[src/rtl/hs4_pkg.sv]
// Shared types and helpers for the four-phase bundled-data interface blocks.
package hs4_pkg;

    typedef enum logic [2:0] {
        IDLE   = 3'd0,
        SETUP  = 3'd1,
        REQ_HI = 3'd2,
        REQ_LO = 3'd3,
        ERROR  = 3'd4
    } hs4_state_e;

    localparam int unsigned TIMEOUT_DEF = 1024;
    localparam int unsigned TMO_W_DEF   = $clog2(TIMEOUT_DEF + 1);

    // Width of a counter that must hold 0..max_val; never narrower than one bit.
    function automatic int unsigned cnt_w(input int unsigned max_val);
        return (max_val < 1) ? 1 : $clog2(max_val + 1);
    endfunction

endpackage

[src/rtl/sync_ff.sv]
// Flop-chain synchroniser for a single asynchronous level; output is the last stage.
module sync_ff #(
    parameter int STAGES = 2
) (
    input  logic clk,
    input  logic rst,
    input  logic d_i,
    output logic q_o
);

    logic [STAGES-1:0] chain_q;
    logic [STAGES-1:0] chain_d;

    always_comb begin
        chain_d = {chain_q[STAGES-2:0], d_i};
    end

    always_ff @(posedge clk) begin
        if (rst) begin
            chain_q <= '0;
        end else begin
            chain_q <= chain_d;
        end
    end

    assign q_o = chain_q[STAGES-1];

endmodule

[src/rtl/hs4_bd_tx.sv]
// Clocked initiator of a four-phase return-to-zero bundled-data handshake,
// fed by a valid/ready word interface, with phase timeout and transfer count.
module hs4_bd_tx
    import hs4_pkg::*;
#(
    parameter int DATA_W       = 4,
    parameter int SYNC_STAGES  = 2,
    parameter int SETUP_CYCLES = 1,
    parameter int TIMEOUT      = 1024,
    parameter int CNT_W        = 16
) (
    input  logic              wb_clk_i,
    input  logic              wb_rst_i,
    input  logic [DATA_W-1:0] in_data_i,
    input  logic              in_valid_i,
    output logic              in_ready_o,
    output logic              req_o,
    output logic [DATA_W-1:0] data_o,
    input  logic              ack_i,
    output logic              done_o,
    output logic              err_o,
    input  logic              clear_i,
    output logic [CNT_W-1:0]  xfer_count_o,
    output hs4_state_e        state_o
);

    localparam int TMO_W = cnt_w(TIMEOUT);
    localparam int SET_W = cnt_w(SETUP_CYCLES);

    hs4_state_e        state_q, state_d;
    logic [DATA_W-1:0] data_q, data_d;
    logic              req_q, req_d;
    logic              done_q, done_d;
    logic              err_q, err_d;
    logic [CNT_W-1:0]  cnt_q, cnt_d;
    logic [TMO_W-1:0]  tmo_q, tmo_d;
    logic [SET_W-1:0]  setup_q, setup_d;
    logic              ack_s;
    logic              tmo_hit;

    sync_ff #(.STAGES(SYNC_STAGES)) u_ack_sync (
        .clk (wb_clk_i),
        .rst (wb_rst_i),
        .d_i (ack_i),
        .q_o (ack_s)
    );

    // Handshake: a word moves when in_valid_i && in_ready_o at a rising edge.
    // Ready is also held low during the done pulse so the next accept is never
    // in the completion cycle.
    assign in_ready_o = (state_q == IDLE) && !ack_s && !done_q;

    assign tmo_hit = (TIMEOUT != 0) && (tmo_q == TMO_W'(TIMEOUT - 1));

    always_comb begin
        state_d = state_q;
        data_d  = data_q;
        req_d   = req_q;
        done_d  = 1'b0;
        err_d   = err_q;
        cnt_d   = cnt_q;
        tmo_d   = tmo_q;
        setup_d = setup_q;
        unique case (state_q)
            IDLE: begin
                if (in_valid_i && in_ready_o) begin
                    data_d  = in_data_i;
                    setup_d = '0;
                    state_d = SETUP;
                end
            end
            SETUP: begin
                if (setup_q == SET_W'(SETUP_CYCLES - 1)) begin
                    state_d = REQ_HI;
                    req_d   = 1'b1;
                    tmo_d   = '0;
                end else begin
                    setup_d = setup_q + SET_W'(1);
                end
            end
            REQ_HI: begin
                if (ack_s) begin
                    state_d = REQ_LO;
                    req_d   = 1'b0;
                    tmo_d   = '0;
                end else if (tmo_hit) begin
                    state_d = ERROR;
                    req_d   = 1'b0;
                    err_d   = 1'b1;
                end else begin
                    tmo_d = tmo_q + TMO_W'(1);
                end
            end
            REQ_LO: begin
                if (!ack_s) begin
                    state_d = IDLE;
                    done_d  = 1'b1;
                    cnt_d   = cnt_q + CNT_W'(1);
                end else if (tmo_hit) begin
                    state_d = ERROR;
                    err_d   = 1'b1;
                end else begin
                    tmo_d = tmo_q + TMO_W'(1);
                end
            end
            ERROR: begin
                req_d = 1'b0;
                // Leaving while ack is still high would let the next req collide.
                if (clear_i && !ack_s) begin
                    state_d = IDLE;
                    err_d   = 1'b0;
                end
            end
            default: begin
                state_d = IDLE;
                req_d   = 1'b0;
            end
        endcase
    end

    always_ff @(posedge wb_clk_i) begin
        if (wb_rst_i) begin
            state_q <= IDLE;
            data_q  <= '0;
            req_q   <= 1'b0;
            done_q  <= 1'b0;
            err_q   <= 1'b0;
            cnt_q   <= '0;
            tmo_q   <= '0;
            setup_q <= '0;
        end else begin
            state_q <= state_d;
            data_q  <= data_d;
            req_q   <= req_d;
            done_q  <= done_d;
            err_q   <= err_d;
            cnt_q   <= cnt_d;
            tmo_q   <= tmo_d;
            setup_q <= setup_d;
        end
    end

    assign req_o        = req_q;
    assign data_o       = data_q;
    assign done_o       = done_q;
    assign err_o        = err_q;
    assign xfer_count_o = cnt_q;
    assign state_o      = state_q;

endmodule

[config.mk]
export PLATFORM = sky130hd
export DESIGN_NAME = hs4_bd_tx
export DESIGN_NICKNAME = d
export VERILOG_FILES = /design/src/rtl/hs4_pkg.sv /design/src/rtl/sync_ff.sv /design/src/rtl/hs4_bd_tx.sv
export SDC_FILE = /design/constraint.sdc
export NUM_CORES = 1
export LEC_CHECK = 0
export CAP_MARGIN = 20
export CORE_MARGIN = 5
export CORE_UTILIZATION = 55
export DETAILED_ROUTE_END_ITERATION = 12
export HOLD_SLACK_MARGIN = 0.06
export PLACE_DENSITY_LB_ADDON = 0.1
export SLEW_MARGIN = 40
export SYNTH_ARGS = -nofsm -noshare
export SYNTH_HDL_FRONTEND = slang
export SYNTH_SLANG_ARGS = --single-unit
[constraint.sdc]
create_clock -name wb_clk_i -period 4 [get_ports wb_clk_i]
set_input_delay 0.6 -clock wb_clk_i [delete_from_list [all_inputs] [get_ports wb_clk_i]]
set_output_delay 0.6 -clock wb_clk_i [all_outputs]
set_load 0.03 [all_outputs]
After elaboration in Yosys (flattened, before gate mapping). Cells that the tools add are included.

Bits in registers: 40. Input bits: 9. Output and inout bits: 27. Word-level logic and storage cells: 70.

Add/subtract/negate cells: 3. Equal/unequal tests: 11. Mux-type cells: 25. Bitwise logic cells: 3. Reduce and logical (&&, ||, !) cells: 19.

Operators with widths (count): $mux W11 (4); $pmux W11 S3 (1); $mux W3 (6); $add A16 B1 Y16 const B (1); $pmux W3 S5 (1); $add A11 B1 Y11 const B (1); $eq A11 B10 Y1 const B (1); $mux W1 (10); $reduce_and A3 Y1 (3); $eq A3 B2 Y1 const B (2); $ne A2 B2 Y1 const B (3); $pmux W1 S3 (2); $reduce_and A2 Y1 (3); $reduce_bool A3 Y1 (2); $logic_and A1 B1 Y1 (4); $ne A2 B1 Y1 const B (2); $reduce_and A4 Y1 (1); $reduce_or A2 Y1 (2); $eq A3 B1 Y1 const B (1); $eq A3 B3 Y1 const B (1); $logic_not A3 Y1 (1); $ne A3 B2 Y1 const B (1); $not A1 Y1 (3); $logic_not A1 Y1 (2); other kinds (3) (3).

Logic depth before layout (Yosys ltp). Gate-level depths: netlist (run 1).

Depth after elaboration: 6. Gate-level depth with buffers: 6. Gate-level depth less buffers: 5.

By module. From an unflattened synthesis (run 1), not the netlist that was laid out.

Cells, all modules: 201. Area, all modules: 1791.7 µm².

By module, submodules not included: hs4_bd_tx (times used 1, cells an instance 197, area an instance 1739.2 µm², sequential area each 740.7 µm²); sync_ff (times used 1, cells an instance 4, area an instance 52.6 µm², sequential area each 40.0 µm²).

Worst setup path before layout (run 1). Ideal clock, no wire load.

Kind: reg-to-reg. From: reg state_q[0] (netlist: state_o[0]). To: reg tmo_q[2]. Library setup time: 76 ps. Arrival time: 1916 ps. Required time: 3924 ps. Path slack: 2009 ps. Cell stages (with the launch flop): 7. Buffers on the path: 2. Clock period less this slack: 1991 ps. Cells stage by stage: dfxtp_1 buf_2 nor2_1 or3_1 buf_2 or4_1 a21boi_0.

Longest elaborated chain between the ends: 3. Elaborated cells between the ends (all ways): 8. Those cells by class: 5 x eq/ne; 1 x mux; 2 x reduce/logical.

Ends and longest elaborated chain: from (decl) (RTL line hs4_bd_tx.sv:30) `hs4_state_e state_q, state_d;`; from (signal assigned) (RTL line hs4_bd_tx.sv:132) `state_q <= state_d;`; $eq A3 B2 Y1 or $eq A3 B1 Y1 (tied branches) (RTL line hs4_bd_tx.sv:64) `unique case (state_q)`; $ne A2 B1 Y1 (no line) (tied with other cells); $reduce_and A3 Y1 (no line); to (signal assigned) (RTL line hs4_bd_tx.sv:138) `tmo_q <= tmo_d;`; to (decl) (RTL line hs4_bd_tx.sv:36) `logic [TMO_W-1:0] tmo_q, tmo_d;`.

Parallel ways exist; a longest one is shown, timed or not. A chain may end at the register's enable or synchronous reset.

Worst setup path in the final report (run 1).
From: reg state_q[0] (netlist: state_o[0]). To: out in_ready_o.

Longest elaborated chain between the ends: 3.

Ends and longest elaborated chain: $logic_not A3 Y1 (RTL line hs4_bd_tx.sv:51) `assign in_ready_o = (state_q == IDLE) && !ack_s && !done_q;`; $logic_and A1 B1 Y1 (2 in a row) (RTL line hs4_bd_tx.sv:51); to (decl) (RTL line hs4_bd_tx.sv:16) `output logic in_ready_o,`.

No other way between the ends.

==> metrics.csv, run 1 <==
stage,metric,value,unit
clock_network,cts_max_level,2,
clock_network,cts_max_path_buffers,2,
pwr,fin_total_pwr,0.000682,W
sta,fmax,380,MHz
pwr,leakage,0.719,nW
sta,hold_viol,0,
outcome,outcome,finished clean,
die,dieArea,4590,µm²
sta,skew,13.8,ps
sta,tightest_slew,718,ps
die,die_h,67.7,µm
worst_setup_path,worstSetupEndpointType,output port,
route,initialDrtViolationCount,96,
clock_network,cts_setup_buffers,0,
worst_setup_path,worstPathArrival,2030,ps
pwr,ir_drop,0.217,mV
die,boundaryPins,36,
clock_network,clock_latency,340,ps
placement,portBuffers,35,
synthesis,syn-num-nets,220,
clock_network,post_cts_resize_count,0,
cells_and_area,flow.area_growth_from_synthesis,22.2,%
cells_and_area,instances_no_fill,288,
route,dr.pass1.iters,4,
die,die_x,67.7,µm
global_routing,grt_overflow,0,
synthesis,synth_edf_count,0,
clock_network,cts_tree,done,
synthesis,synth_area,1830,µm²
synthesis,async_reset_ff_share,0,%
sta,min_period_over_period,65.8,%
run,drv_cap,0,
worst_setup_path,crit_slowest_cell,clkdlybuf4s50_1,
cells_and_area,fin_nets,252,
route,routed_wl,3940,µm
clock_network,cts.sinks,39,
sta,holdWs,448,ps
sta,rsz0062_at_grt,false,
die,start_util,55.8,%
worst_setup_path,crit_chain,nor2_1 -> and2_1 -> clkdlybuf4s50_1,
synthesis,ys_ff_latch,39,
synthesis,yosysWarningCount,0,
route,drc_errors,0,
sta,layout_min_cycle_time,2630,ps
die,rows,21,
global_routing,grt_pass1_wl,6730,µm
global_routing,grt_antenna_before_repair,0,
global_routing,grt_max_degree,30,
global_routing,grt_pass1_vias,1561,
sta,fin_setup_tns,0,ps
sta,timing.slew.headroom,52.1,%
synthesis,netlist_instances,209,
die,core,3280,µm²
cells_and_area,diodes,0,
synthesis,yosysUniqueCellTypes,45,
placement,dp.cells,280,
clock_network,hold_buffers,0,
synthesis,ys.flop_type,dfxtp_1,
worst_setup_path,crit_fanout,12,
worst_setup_path,max_stage_delay,670,ps
cells_and_area,post-route-cell-area,2240,µm²
worst_setup_path,start_kind,flop,
synthesis,syn_avg_cell_area,8.77,µm²
global_routing,track_usage,19.3,%
hold_path,min_path_type,reg2reg,
route,ant_nets,0,
pwr,power.density,304,nW/µm²
sta,finalMaxSlewViolations,0,
clock_network,clk_pin_slew,100,ps
clock_network,cts_made_buffers,5,
synthesis,ys_seq_area_share,42.6,%
placement,place_area,2180,µm²
cells_and_area,drive_gt1_share,7.02,%
route,vias,1655,
clock_network,cts-root-buf,clkbuf_4,
worst_setup_path,worst_ep_required_time,3400,ps
sta,setup_viol,0,
placement,place.gp.congestion,0.819,
route,routed_via_density,5.75,
route,wl_per_cell,13.7,µm
worst_setup_path,path_class,reg2out,
placement,dp_hpwl,2890,µm
layer usage:
layer,global-route usage [%],part of all wire (%),wire length (µm)
met1,23.0,45,1770
met5,0,0,0
met4,8.35,2.0,78
met3,7.49,6.5,256
met2,30.7,47,1840
worst max-delay path, delay by kind of cell (launching register included):
family	cells	cell delay (ps)
buffers and inverters	1	670
AND/OR/NAND/NOR	2	600
flip-flops	1	430
layout by cell type (no fill, tap or decap), types with 2 or more instances in the layout:
cell / netlist / layout
or3_1: 3 / 3
nand2_1: 16 / 16
nor3b_1: 2 / 2
clkbuf_4: 0 / 5
a21boi_0: 5 / 5
a21oi_1: 12 / 12
a31oi_1: 2 / 2
and2_1: 2 / 2
nor4_1: 4 / 3
xnor2_1: 8 / 8
o31ai_1: 7 / 7
nand3_1: 10 / 10
clkbuf_1: 6 / 2
nand2b_1: 2 / 2
o2bb2ai_1: 2 / 2
nor3_1: 6 / 6
and4_1: 2 / 2
inv_1: 6 / 6
clkdlybuf4s50_1: 0 / 34
xor2_1: 2 / 2
o21ai_0: 8 / 8
or4_1: 8 / 8
mux2i_1: 5 / 5
or3_2: 2 / 2
nand4_1: 6 / 6
dfxtp_1: 39 / 39
nor2b_1: 2 / 2
nor2_1: 19 / 19
ha_1: 2 / 2
where the power goes:
group	internal [W]	leakage [nW]	total (W)	switching, W
clock	0.0000686	0.0293	0.000191	0.000122
sequential	0.000397	0.316	0.000406	0.00000883
combinational	0.0000365	0.374	0.0000854	0.0000489
total	0.000502	0.719	0.000682	0.000180
sequential cells by signal, indices dropped and copies added (netlist names):
register,cells
state_o,3
tmo_q,11
u_ack_sync.chain_q,2
data_o,4
xfer_count_o,16
done_o,1
req_o,1
err_o,1
synth_stat cells, types with 3 or more instances:
master / instances / area [µm²]
buf_2: 3 / 15.0
o31ai_1: 7 / 52.6
nand3_1: 10 / 50.1
inv_1: 6 / 22.5
dfxtp_1: 39 / 781
or4_1: 8 / 60.1
nor3_1: 6 / 30.0
mux2i_1: 5 / 50.1
nor4_1: 4 / 25.0
xnor2_1: 8 / 70.1
nand4_1: 6 / 37.5
or3_1: 3 / 18.8
o21ai_0: 8 / 40.0
nor2_1: 19 / 71.3
a21oi_1: 12 / 60.1
clkbuf_1: 6 / 22.5
nand2_1: 16 / 60.1
a21boi_0: 5 / 37.5
final timing paths:
| kind | startpoint | end | slack [ps] | cells after the start |
|---|---|---|---|---|
| worst max register to register | state_o[0]$_SDFFE_PP0P_ | xfer_count_o[14]$_SDFFE_PP0P_ | 1720 | 4 |
| worst min-delay path | u_ack_sync.chain_q[0]$_SDFF_PP0_ | u_ack_sync.chain_q[1]$_SDFF_PP0_ | 450 | 1 |
| worst max-delay path | state_o[0]$_SDFFE_PP0P_ | in_ready_o | 1370 | 3 |
| worst min register to register | u_ack_sync.chain_q[0]$_SDFF_PP0_ | u_ack_sync.chain_q[1]$_SDFF_PP0_ | 450 | 1 |
layout make-up:
class                      count  area, µm²
fill                         282       1040
multi-input combinational    153        976
sequential                    39        781
timing repair buffer          36        353
tap                           46       57.6
clock buffer                   7       45.0
inverter                       6       22.5
clock inverter                 1       5.00
metrics by stage:
| stage | util (%) | setup slack, ps |
|---|---|---|
| after floorplan | - | 2010 |
| after global placement | 66.6 | 1500 |
| after detailed placement | 66.5 | 1750 |
| after CTS | 68.0 | 1370 |
| after global routing | 68.2 | 1240 |
| final | 68.2 | 1370 |
cells by family (layout without fill, tap and decap cells):
group	after synthesis	count (layout)	share of synthesized area (%)
compound gates	43	43	15.5
buf+inv	17	50	4.50
fa+ha+maj	2	2	1.36
mux	5	5	2.73
flops	39	39	42.6
simple gates	93	93	28.5
xor+xnor	10	10	4.78
Note: power is estimated with default switching activity, not from simulation.
==> run 2, diff against run 1 <==
Settings changed: CORE_UTILIZATION 55 to 46.
Clock period 4 ns to 2.11 ns, I/O delays scaled along.
==> run 2 against run 1 <==
Against the previous run: clock skew decreased by 6.1 ps; sequential cell count unchanged; critical path type unchanged; global-route usage decreased by 2.3 points; non-clock buffer count increased by 11; clock power increased to 2.7 times the previous value; sequential share of layout area decreased by 1.9 points; largest cell class unchanged; register-to-register slack got worse by 1500 ps; cell count increased by 5.2%; count of clock-buffer cells in the layout decreased by 2.
==> metrics.csv, run 2 (synthesis results as in run 1) <==
stage,metric,value,unit
cells_and_area,regArea,781,µm²
die,boundaryPins,36,
sta,fin_setup_tns,0,ps
clock_network,cts-root-buf,clkbuf_8,
clock_network,clk_pin_slew,80,ps
worst_setup_path,reg2reg_to,tmo_q[4]$_SDFFE_PP0P_,
clock_network,clock_latency,300,ps
worst_setup_path,crit_fanout,8,
worst_setup_path,crit_chain,buf_4 -> clkdlybuf4s50_1,
global_routing,grt_pass1_wl,7150,µm
outcome,outcome,finished clean,
worst_setup_path,worstPathArrival,1600,ps
cells_and_area,final_common_cell,dfxtp_1,
hold_path,worstHoldPathCells,1,
placement,portBuffers,35,
pwr,ir_drop,0.427,mV
worst_setup_path,worst-r2r-cell-count,4,
sta,finalMaxSlewViolations,0,
sta,layout_min_cycle_time,1910,ps
global_routing,grt_overflow,0,
sta,setup_viol,0,
sta,fmax,523,MHz
worst_setup_path,r2r_slack,200,ps
worst_setup_path,worst_r2r_startpoint,u_ack_sync.chain_q[1]$_SDFF_PP0_,
cells_and_area,flow.area_growth_from_synthesis,29.1,%
cells_and_area,largest_reg_flops,16,
cells_and_area,final_cell_mix,"39 x dfxtp_1, 34 x clkdlybuf4s50_1, 19 x nor2_1",
cells_and_area,fillers,343,
worst_setup_path,crit_slowest_cell,clkdlybuf4s50_1,
pwr,power.density,623,nW/µm²
sta,min_period_over_period,90.7,%
sta,tightest_slew,340,ps
cells_and_area,drive_gt1_share,11.1,%
global_routing,track_usage,17.0,%
hold_path,hold_start,u_ack_sync.chain_q[0]$_SDFF_PP0_,
die,die_x,73.1,µm
global_routing,grt_pass1_vias,1540,
route,vias,1644,
route,routed_via_density,5.43,
worst_setup_path,start_kind,flop,
placement,dp_hpwl,3080,µm
cells_and_area,multiInputGateArea,970,µm²
worst_setup_path,path_buf_inv,2,
route,ant_nets,0,
die,start_util,46.5,%
sta,skew,7.62,ps
clock_network,cts_made_buffers,5,
route,routed_wl,4160,µm
global_routing,grt_max_degree,16,
worst_setup_path,worst_ep_required_time,1790,ps
clock_network,hold_buffers,0,
cells_and_area,fin_nets,263,
clock_network,cts_setup_buffers,0,
route,dr.pass1.iters,4,
route,drc_errors,0,
worst_setup_path,worstSetupEndpointType,output port,
worst_setup_path,cp_top_family,buffers and inverters,
worst_setup_path,max_stage_delay,670,ps
run,drv_cap,0,
clock_network,cts_max_path_buffers,2,
placement,dp.cells,295,
hold_path,holdPathEnd,u_ack_sync.chain_q[1]$_SDFF_PP0_,
placement,place.gp.congestion,0.784,
worst_setup_path,path_class,reg2out,
clock_network,cts_tree,done,
sta,hold_viol,0,
sta,rsz0062_at_grt,false,
die,die_h,73.1,µm
hold_path,min_path_type,reg2reg,
worst_setup_path,cp.depth,2,
route,wl_per_cell,13.7,µm
cells_and_area,diodes,0,
die,core,3940,µm²
pwr,leakage,0.785,nW
die,dieArea,5350,µm²
route,initialDrtViolationCount,62,
clock_network,cts_max_level,2,
cells_and_area,instances_no_fill,303,
sta,timing.slew.headroom,77.0,%
die,rows,23,
clock_network,cts.sinks,39,
global_routing,grt_antenna_before_repair,0,
## run 2: changes by cell type in the layout (fill, tap and decap cells not counted), moves of 2 or more
cell        previous run  this run
buf_4                  1        12
clkbuf_4               5         0
clkbuf_8               0         5
clkbuf_1               2         0
clkinvlp_4             0         2
## run 2: worst register-to-register path, stage by stage, from the launching register on
cell	delay (ps)
dfxtp_1	470
and3b_2	250
or3_1	430
or4_1	490
a21boi_0	190
## run 2: per-layer routing
metal	up-vias	part of all wire, %	track usage [%]
met5	-	0	0
met4	0	2.0	7.38
met3	8	3.4	4.68
met2	25	47	27.0
met1	762	48	21.5
li1	849	-	-
## run 2: final cells by class
class	count	area share, %
Inverter	6	0.951
Timing Repair Buffer	47	18.6
Sequential cell	39	33.0
Clock inverter	3	1.00
Multi-Input combinational cell	153	41.0
Tap cell	50	2.64
Clock buffer	5	2.91
## run 2: timing repair
item / in CTS / in global routing
hold endpoints to repair: 0 / 0
setup endpoints to repair: 1 / 0
resized for setup: 1 / 0
## run 2: how the worst max path moves through the flow
stage / from / end
after floorplan: state_o[0]$_SDFFE_PP0P_ / tmo_q[2]$_SDFFE_PP0P_
after global placement: u_ack_sync.chain_q[1]$_SDFF_PP0_ / tmo_q[4]$_SDFFE_PP0P_
after detailed placement: u_ack_sync.chain_q[1]$_SDFF_PP0_ / tmo_q[4]$_SDFFE_PP0P_
after CTS: state_o[0]$_SDFFE_PP0P_ / state_o[0]
after global routing: u_ack_sync.chain_q[1]$_SDFF_PP0_ / tmo_q[4]$_SDFFE_PP0P_
final: state_o[0]$_SDFFE_PP0P_ / state_o[0]
## run 2: power by group
group,switching (W),internal (W)
registers,0.0000148,0.000752
clock network,0.000287,0.000236
logic,0.0000995,0.0000862
## run 2: per-stage QoR
| step | hold WS [ps] | power (W) | util, % | instance area (µm²) | setup WS (ps) |
|---|---|---|---|---|---|
| after floorplan | 414 | 0.000892 | - | 1830 | 119 |
| after detailed placement | 428 | 0.000973 | 57.7 | 2280 | 194 |
| after CTS | 447 | 0.00150 | 60.0 | 2370 | 189 |
| final | 444 | 0.00148 | 60.0 | 2370 | 197 |
| after global routing | 460 | 0.00154 | 60.0 | 2370 | 58.3 |
| after global placement | 420 | 0.000972 | 57.7 | 2280 | 250 |
